[config.mk]
export PLATFORM = sky130hd
export DESIGN_NAME = tx_gain_agc
export DESIGN_NICKNAME = d
export VERILOG_FILES = /design/src/rtl/tx_gain_agc.sv
export SDC_FILE = /design/constraint.sdc
export NUM_CORES = 1
export LEC_CHECK = 0
export CORE_ASPECT_RATIO = 0.7
export CORE_MARGIN = 4
export CORE_UTILIZATION = 45
export CTS_BUF_LIST = sky130_fd_sc_hd__clkbuf_16
export DETAILED_ROUTE_END_ITERATION = 12
export PLACE_DENSITY = 0.67
export SYNTH_ARGS = -nofsm -noshare
export SYNTH_HDL_FRONTEND = slang
export SYNTH_SLANG_ARGS = --single-unit
export TNS_END_PERCENT = 5
[constraint.sdc]
create_clock -name clock -period 4.2 [get_ports clock]
set_input_delay 0.84 -clock clock [delete_from_list [all_inputs] [get_ports clock]]
set_output_delay 0.84 -clock clock [all_outputs]
set_load 0.005 [all_outputs]
[src/rtl/tx_gain_agc.sv]
// tx_gain_agc: closed-loop automatic gain control for the transmit core.
//
// Holds the per-cycle peak magnitude from the transmit core over fixed windows
// of 2^WIN_LOG2 clocks. After each window, the peak is compared against a
// target band and the mixer gain is stepped by one (or by FAST_STEP on a
// full-scale peak), saturating at [GAIN_MIN, GAIN_MAX]. After every gain change
// the loop waits SETTLE_CYCLES clocks before it measures again.
//
// Ports:
//   clock        in   system clock, rising edge
//   reset        in   asynchronous, active-high reset
//   agc_enable   in   1 = closed loop, 0 = manual gain
//   manual_gain  in   [7:0]  gain used when disabled; seeds the loop on enable
//   target_level in   [15:0] desired window peak
//   hysteresis   in   [15:0] half-width of the acceptance band
//   interval_max in   [15:0] per-cycle peak magnitude from the transmit core
//   mixer_gain   out  [7:0]  registered gain to the transmit core
//   agc_locked   out  loop has been in band for LOCK_WINDOWS windows
//   peak_level   out  [15:0] peak of the last completed window
//   agc_state    out  [1:0]  0 IDLE, 1 SETTLE, 2 MEASURE, 3 DECIDE
module tx_gain_agc #(
    parameter int unsigned WIN_LOG2      = 10,
    parameter int unsigned SETTLE_CYCLES = 64,
    parameter int unsigned LOCK_WINDOWS  = 4,
    parameter int unsigned GAIN_MIN      = 0,
    parameter int unsigned GAIN_MAX      = 255,
    parameter int unsigned GAIN_INIT     = 64,
    parameter int unsigned FAST_STEP     = 4
) (
    input  logic        clock,
    input  logic        reset,
    input  logic        agc_enable,
    input  logic [7:0]  manual_gain,
    input  logic [15:0] target_level,
    input  logic [15:0] hysteresis,
    input  logic [15:0] interval_max,
    output logic [7:0]  mixer_gain,
    output logic        agc_locked,
    output logic [15:0] peak_level,
    output logic [1:0]  agc_state
);

    localparam logic [1:0] ST_IDLE    = 2'd0;
    localparam logic [1:0] ST_SETTLE  = 2'd1;
    localparam logic [1:0] ST_MEASURE = 2'd2;
    localparam logic [1:0] ST_DECIDE  = 2'd3;

    localparam int unsigned SET_W  = (SETTLE_CYCLES > 1) ? $clog2(SETTLE_CYCLES) : 1;
    localparam int unsigned LOCK_W = (LOCK_WINDOWS > 0) ? $clog2(LOCK_WINDOWS + 1) : 1;

    // Settle counter counts down to zero, so a load of N-1 gives N settle clocks.
    localparam logic [SET_W-1:0]  SETTLE_LOAD = SET_W'(SETTLE_CYCLES - 1);
    localparam logic [LOCK_W-1:0] LOCK_FULL   = LOCK_W'(LOCK_WINDOWS);
    localparam logic [7:0]        G_INIT      = 8'(GAIN_INIT);

    // Gain arithmetic is done signed and wider than the gain so that
    // under/overflow is clamped instead of wrapping.
    localparam logic signed [9:0] G_MIN  = 10'(GAIN_MIN);
    localparam logic signed [9:0] G_MAX  = 10'(GAIN_MAX);
    localparam logic signed [9:0] G_FAST = 10'(FAST_STEP);

    logic [1:0]          state_q, state_d;
    logic [7:0]          gain_q, gain_d;
    logic [SET_W-1:0]    settle_q, settle_d;
    logic [WIN_LOG2-1:0] win_q, win_d;
    logic [15:0]         peak_acc_q, peak_acc_d;
    logic [15:0]         peak_lvl_q, peak_lvl_d;
    logic [LOCK_W-1:0]   lock_q, lock_d;
    logic                locked_q;

    logic [15:0]        peak_next;
    logic [16:0]        upper_sum;
    logic [15:0]        upper;
    logic [15:0]        lower;
    logic signed [9:0]  gain_s;
    logic signed [9:0]  gain_calc;
    logic signed [9:0]  gain_clamp;
    logic [7:0]         gain_dec;
    logic               in_band;
    logic               gain_changed;

    // Running window peak including the current sample.
    assign peak_next = (interval_max > peak_acc_q) ? interval_max : peak_acc_q;

    // Acceptance band, saturated at both ends.
    assign upper_sum = {1'b0, target_level} + {1'b0, hysteresis};
    assign upper     = upper_sum[16] ? 16'hFFFF : upper_sum[15:0];
    assign lower     = (hysteresis > target_level) ? 16'h0000 : (target_level - hysteresis);

    assign gain_s = $signed({2'b00, gain_q});

    always_comb begin
        in_band   = 1'b0;
        gain_calc = gain_s;
        if (peak_lvl_q == 16'hFFFF) begin
            gain_calc = gain_s - G_FAST;
        end else if (peak_lvl_q > upper) begin
            gain_calc = gain_s - 10'sd1;
        end else if (peak_lvl_q < lower) begin
            gain_calc = gain_s + 10'sd1;
        end else begin
            in_band = 1'b1;
        end

        if (gain_calc < G_MIN) begin
            gain_clamp = G_MIN;
        end else if (gain_calc > G_MAX) begin
            gain_clamp = G_MAX;
        end else begin
            gain_clamp = gain_calc;
        end

        gain_dec     = in_band ? gain_q : 8'(gain_clamp);
        gain_changed = (gain_dec != gain_q);
    end

    always_comb begin
        state_d    = state_q;
        gain_d     = gain_q;
        settle_d   = settle_q;
        win_d      = win_q;
        peak_acc_d = peak_acc_q;
        peak_lvl_d = peak_lvl_q;
        lock_d     = lock_q;

        if (!agc_enable) begin
            // Manual mode; any partial window is simply abandoned.
            state_d = ST_IDLE;
            gain_d  = manual_gain;
            lock_d  = '0;
        end else begin
            case (state_q)
                ST_IDLE: begin
                    state_d  = ST_SETTLE;
                    settle_d = SETTLE_LOAD;
                    gain_d   = manual_gain;
                    lock_d   = '0;
                end
                ST_SETTLE: begin
                    if (settle_q == '0) begin
                        state_d    = ST_MEASURE;
                        win_d      = '0;
                        peak_acc_d = '0;
                    end else begin
                        settle_d = settle_q - SET_W'(1);
                    end
                end
                ST_MEASURE: begin
                    peak_acc_d = peak_next;
                    win_d      = win_q + WIN_LOG2'(1);
                    if (&win_q) begin
                        state_d    = ST_DECIDE;
                        peak_lvl_d = peak_next;
                    end
                end
                ST_DECIDE: begin
                    gain_d = gain_dec;
                    if (gain_changed) begin
                        lock_d   = '0;
                        state_d  = ST_SETTLE;
                        settle_d = SETTLE_LOAD;
                    end else begin
                        state_d    = ST_MEASURE;
                        win_d      = '0;
                        peak_acc_d = '0;
                        if (in_band) begin
                            lock_d = (lock_q == LOCK_FULL) ? lock_q : (lock_q + LOCK_W'(1));
                        end else begin
                            // Out of band but pinned at a gain limit.
                            lock_d = '0;
                        end
                    end
                end
                default: begin
                    state_d = ST_IDLE;
                end
            endcase
        end
    end

    always_ff @(posedge clock or posedge reset) begin
        if (reset) begin
            state_q    <= ST_IDLE;
            gain_q     <= G_INIT;
            settle_q   <= '0;
            win_q      <= '0;
            peak_acc_q <= '0;
            peak_lvl_q <= '0;
            lock_q     <= '0;
            locked_q   <= 1'b0;
        end else begin
            state_q    <= state_d;
            gain_q     <= gain_d;
            settle_q   <= settle_d;
            win_q      <= win_d;
            peak_acc_q <= peak_acc_d;
            peak_lvl_q <= peak_lvl_d;
            lock_q     <= lock_d;
            // Follows the next lock count so it drops on the clearing edge.
            locked_q   <= (lock_d == LOCK_FULL);
        end
    end

    assign mixer_gain = gain_q;
    assign agc_locked = locked_q;
    assign peak_level = peak_lvl_q;
    assign agc_state  = state_q;

endmodule
---- Yosys cells after proc, flatten, opt, wreduce, memory -nomap -nowiden ----
Cells that the tools add are included.
storage, ports and cells
  bits in registers ....................... 62
  input bits .............................. 59
  output and inout bits ................... 27
operators by class
  equal/unequal tests ..................... 14
  add/sub/neg operators ................... 8
  magnitude comparators ................... 6
  mux-type cells .......................... 33
  reductions and logical operators ........ 9
operators with widths
  kind                                                                           count
  16-bit 2-to-1 mux                                                              5
  16-bit > comparator                                                            3
  16-bit case mux with 3 select lines                                            1
  10-bit 2-to-1 mux                                                              4
  8-bit 2-to-1 mux                                                               4
  10-bit case mux with 3 select lines                                            1
  6-bit case mux with 3 select lines                                             1
  16-bit by 16-bit adder with 17-bit output                                      1
  16-bit equality test, second input constant                                    1
  16-bit less-than comparator                                                    1
  8-bit case mux with 2 select lines                                             1
  16-bit subtractor                                                              1
  3-bit 2-to-1 mux                                                               4
  6-bit 2-to-1 mux                                                               2
  12-bit AND reduction                                                           1
  10-bit by 1-bit adder with 10-bit output, second input constant                1
  10-bit by 9-bit > comparator with 1-bit output, second input constant          1
  10-bit by 1-bit less-than comparator with 1-bit output, second input constant  1
  10-bit AND reduction                                                           1
  8-bit by 1-bit adder with 9-bit output, second input constant                  1
  9-bit 2-to-1 mux                                                               1
  8-bit by 1-bit subtractor with 9-bit output, second input constant             1
  8-bit by 3-bit subtractor with 9-bit output, second input constant             1
  2-bit 2-to-1 mux                                                               4
  17 further kinds                                                               27

---- Depth between registers and ports, before layout ----
  word-level depth ........................ 15
  depth in mapped cells ................... 28

---- Worst setup path after synthesis ----
No wires, ideal clock.
  kind .................................... input-to-reg
  start ................................... in target_level[0]
  end ..................................... reg peak_acc_q[0]
  path buffers ............................ 3
  slack ................................... -2356 ps
  cell stages on the path ................. 28
  arrival ................................. 6435 ps
  required time ........................... 4079 ps
  cells stage by stage .................... ha_1 > fa_1 > nor2b_1 > o21bai_1 > a21oi_1 > o21bai_1 > a21oi_1 > o21ai_0 > a31oi_1 > a21oi_1 > o21ai_0 > a221o_1 > clkbuf_1 > a21oi_1 > ha_1 > nand4_1 > or2_1 > o22ai_1 > o31a_2 > buf_6 > a21oi_1 > o211ai_1 > a211oi_2 > o221ai_2 > o41ai_4 > o211ai_2 > buf_2 > a22o_1
on the way
  cells in the longest elaborated chain, start to end .. 13
  elaborated cells between the ends (all ways) .. 21
  those cells by class .................... add/sub: 2; order compare: 5; eq/ne: 2; mux: 11; reduce/logical: 1
RTL lines
  what                                                             line  source
  from (decl)                                                      34    input logic [15:0] target_level,
  16-bit subtractor / 16-bit > comparator (equally long branches)  88    assign lower = (hysteresis > target_level) ? 16'h0000 : (target_level - hysteresis);
  16-bit 2-to-1 mux                                                88
  16-bit less-than comparator                                      99    end else if (peak_lvl_q < lower) begin
  9-bit 2-to-1 mux                                                 99
  10-bit 2-to-1 mux                                                97    end else if (peak_lvl_q > upper) begin
  10-bit 2-to-1 mux                                                95    if (peak_lvl_q == 16'hFFFF) begin
  10-bit by 9-bit > comparator with 1-bit output                   107   end else if (gain_calc > G_MAX) begin
  8-bit 2-to-1 mux                                                 107
  8-bit 2-to-1 mux                                                 105   if (gain_calc < G_MIN) begin
  8-bit 2-to-1 mux *                                               113   gain_dec = in_band ? gain_q : 8'(gain_clamp);
  8-bit != test *                                                  114   gain_changed = (gain_dec != gain_q);
  2-bit != test (no source line) *                                 --
  4-bit AND reduction (no source line) *                           --
  to (signal assigned)                                             196   peak_acc_q <= peak_acc_d;
  to (decl)                                                        66    logic [15:0] peak_acc_q, peak_acc_d;
Mark *: on every way between the ends. The rest lies on a longest branch, timed or not.
A chain may end at the register's enable or synchronous reset.

---- Worst setup path in the final report ----
  start ................................... in hysteresis[0]
  end ..................................... reg win_q[8]
on the way
  cells in the longest elaborated chain, start to end .. 13
  elaborated cells between the ends (all ways) .. 21
  those cells by class .................... add/sub: 2; order compare: 5; eq/ne: 2; mux: 11; reduce/logical: 1
RTL lines
  what                                                             line  source
  from (decl)                                                      35    input logic [15:0] hysteresis,
  16-bit subtractor / 16-bit > comparator (equally long branches)  88
  16-bit 2-to-1 mux                                                88
  16-bit less-than comparator                                      99
  9-bit 2-to-1 mux                                                 99
  10-bit 2-to-1 mux                                                97
  10-bit 2-to-1 mux                                                95
  10-bit by 9-bit > comparator with 1-bit output                   107
  8-bit 2-to-1 mux                                                 107
  8-bit 2-to-1 mux                                                 105
  8-bit 2-to-1 mux *                                               113
  8-bit != test *                                                  114
  2-bit != test (no source line) *                                 --
  4-bit AND reduction (no source line) *                           --
  to (signal assigned)                                             195   win_q <= win_d;
  to (decl)                                                        65    logic [WIN_LOG2-1:0] win_q, win_d;
Marks and branches as above.

==> out/qor.txt <==
Sw Pwr = 1.55 mW
Starting Density = 45.9%
Synth Flop Type = dfrtp_1
max-cap viol count = 0
Iter 0 DRT Violations = 634
CTS Buf Count = 9
crit share post-route = 151%
area of the mapped netlist = 6730 sq um
Gate power share = 58.1%
failing checks = negative setup slack
Seq cells post-synth = 62
DPL Wire Length = 16200 um
crit path time final = 6.34 ns
setup violators final = 46
kind of critical path = input pin to register
initial antenna violation count = 0
worst slack, placed = -3.21 ns
Die Width = 154 um
Pleak = 4.58 nW
Int Pwr = 2.07 mW
antenna-violating nets left = 0
WHS Endpoint = win_q[0]$_DFFE_PP0P_
Die Area = 17000 sq um
first-pass GRT wire length = 35400 um
Seq pwr share = 23.1%
Worst EP arrival = 6.55 ns
Mapped Cells = 851
Hold Crit Depth = 1
VDD IR max = 247 uV
Root Buffer = clkbuf_16
synth unique cells = 77
r2r setup slk = 0.16 ns
crit path capture type = register
asr flop ratio synth = 100%
Most Crowded Layer GR = met2
clk slew on worst S/H paths = 0.06 ns
GRT Total Usage = 25.4%
Final Hold Viols = 0
WP data required = 4.40 ns
antenna fix cells = 0
Seq/Total Area, Yosys = 23.1%
R2R cell count = 15
layout net count = 1252
core area = 14700 sq um
CTS tree = done
clock network power share = 18.8%
Worst Hold Class = register to register
Setup crit start kind = input pin
num rows = 37
reg2reg end = win_q[8]$_DFFE_PP0P_
Post-Route WL = 22300 um
hold_ws = 0.522 ns
met3 Track Usage GR = 4.64%
Area growth syn-to-layout = 49.6%
clk_skew = 0.0107 ns
outcome = finished, violations left
grt total ovfl = 0
syn nets = 1005
RePlAce Congestion = 0.955
HP Start = win_q[0]$_DFFE_PP0P_
RSZ-0062 raised after global routing = yes
worst reg2reg startpoint = peak_level[3]$_DFFE_PP0P_
drt pass-1 iters = 5
Skew-Pair Late Insertion Delay = 0.33 ns
Buffers on Ports = 85
Post-synth EDFFs = 0
htree depth = 3
Ys Warns = 0
share of layout cells above drive strength 1 = 28.8%
via count = 7451
final setup margin = -2.14 ns
largest net degree at the start of global routing = 33
Clock Sinks = 62
switching part of the total = 42.8%
relative max-transition margin = 38.6%
Worst Path Max Fanout = 7
Max clock buf depth = 2
syn_area_per_cell = 7.91 sq um
M1 GR Usage = 36.8%
fin. max-slew vios = 0
GRT met2 Usage = 39.6%
Die Y = 110 um
Slew @ Worst Pin = 0.921 ns
Vias/cell = 5.74
Max Freq = 158 MHz
WL per Instance = 17.2 um
Pwr per Cell Area = 360 nW/um^2
Residual DRC = 0
Ports = 86
vias in the first global route = 7132
## through the flow
step / area, sq um / cells / setup TNS, ns / power (mW) / utilization [%]
6_report: 10100 / 1298 / -84.73 / 3.63 / 68.6
5_1_grt: 10100 / 1298 / -90.79 / 3.86 / 68.6
4_1_cts: 9640 / 1284 / -75.70 / 3.47 / 65.7
3_5_place_dp: 8830 / 1240 / -134.43 / 2.65 / 60.2
3_3_place_gp: 8830 / 1240 / -131.47 / 2.62 / 60.2
2_1_floorplan: 6820 / 851 / -74.55 / 1.93 / -
## synth_stat cells, types with 4 or more instances
cell,instances,area (sq um)
o22ai_1,10,62.6
xor2_1,4,35.0
o211ai_1,8,60.1
dfrtp_1,61,1530
buf_2,7,35.0
a31oi_1,10,62.6
clkbuf_1,24,90.1
a21oi_1,90,450
nand3_1,24,120
nand2_1,52,195
nor2b_1,10,62.6
o21bai_1,6,45.0
ha_1,93,1160
o31ai_1,16,120
o21a_1,4,30.0
nor2_1,84,315
and2_1,7,43.8
a211oi_1,9,67.6
o21ai_0,45,225
nand2b_1,14,87.6
nand4_1,20,125
a22o_1,18,158
mux2i_1,17,170
xnor2_1,11,96.3
inv_1,81,304
a21o_1,14,105
nor3_1,20,100
or3_1,8,50.1
o41ai_1,5,43.8
## final cells by class
cell class / instances / area (sq um)
clock inverters: 7 / 48.8
repair buffers: 272 / 2330
inverters: 82 / 308
fillers: 1149 / 4610
clock buffers: 9 / 225
well taps: 195 / 244
multi-input cells: 671 / 5360
flip-flops and latches: 62 / 1550
## registers in the layout (all words and copies together), names as in the netlist
name	cells
peak_level	16
agc_locked	1
peak_acc_q	16
settle_q	6
lock_q	3
win_q	10
agc_state	2
mixer_gain	8
## power by group through the flow
| stage | logic, mW | clock network, mW | registers (mW) |
|---|---|---|---|
| 3_5_place_dp | 1.81 | 0 | 0.839 |
| 6_report | 2.11 | 0.683 | 0.836 |
| 5_1_grt | 2.29 | 0.720 | 0.852 |
| 3_3_place_gp | 1.78 | 0 | 0.837 |
| 2_1_floorplan | 1.14 | 0 | 0.789 |
| 4_1_cts | 1.95 | 0.697 | 0.831 |
## kinds of logic after synthesis
group,Yosys count,share of synthesized area (%)
AOI/OAI and AO/OA,281,28.2
xor gates and xnor gates,15,1.95
adders and majority gates,95,17.9
buffers and inverters,118,7.05
DFF,62,23.1
muxes,17,2.53
and+or+nand+nor,263,19.3
## layer usage
layer | part of all wire, % | vias to the layer above
met2 | 44 | 279
met5 | 0 | -
met1 | 47 | 3527
met4 | 1.9 | 0
li1 | - | 3606
met3 | 7.7 | 39
## worst max-delay path by stage
stage,slack (ns),to,depth (start not counted),start
after global routing,-2.25,win_q[8]$_DFFE_PP0P_,27,hysteresis[0]
after detailed placement,-3.21,peak_acc_q[0]$_DFFE_PP0P_,28,hysteresis[1]
after CTS,-1.88,peak_acc_q[13]$_DFFE_PP0P_,32,target_level[0]
after global placement,-3.16,peak_acc_q[5]$_DFFE_PP0P_,27,hysteresis[1]
after floorplan,-1.89,peak_acc_q[0]$_DFFE_PP0P_,28,target_level[0]
final,-2.14,win_q[8]$_DFFE_PP0P_,26,hysteresis[0]
## cells in the final DEF (no fill, tap or decap), types with 16 or more instances in the layout
master,count
a22o_1,18
buf_4,168
nor3_1,19
nand4_1,20
a21oi_1,78
o21ai_0,29
inv_1,78
mux2i_1,16
buf_6,19
nand2_1,50
clkdlybuf4s50_1,75
ha_1,84
nor2_1,81
dfrtp_1,61
nand3_1,23
## worst max-delay path, cell delays in order
cell and delay (ns):
buf_6 0.10, buf_4 0.12, ha_2 0.16, buf_4 0.13, fa_2 0.37, nand2b_4 0.17
a21o_4 0.23, a211o_1 0.32, o211ai_1 0.15, a31o_2 0.34, buf_4 0.16, nand2_1 0.04
ha_1 0.27, nand4_1 0.24, or4_4 0.62, nor3b_2 0.22, o211ai_2 0.16, nand3_4 0.15
buf_6 0.12, a211oi_1 0.07, a211oi_2 0.26, o221ai_2 0.18, o41a_1 0.54, buf_6 0.21
o31ai_4 0.24, o31ai_1 0.12
## what timing repair did
action                                  4_1_cts  5_1_grt
buffers inserted                             26       13
hold buffers                                  0        0
resized for setup                           101       62
gates cloned                                  2        1
pin swaps                                    37       55
endpoints found under the setup margin       46       46
Note: power is estimated with default switching activity, not from simulation.
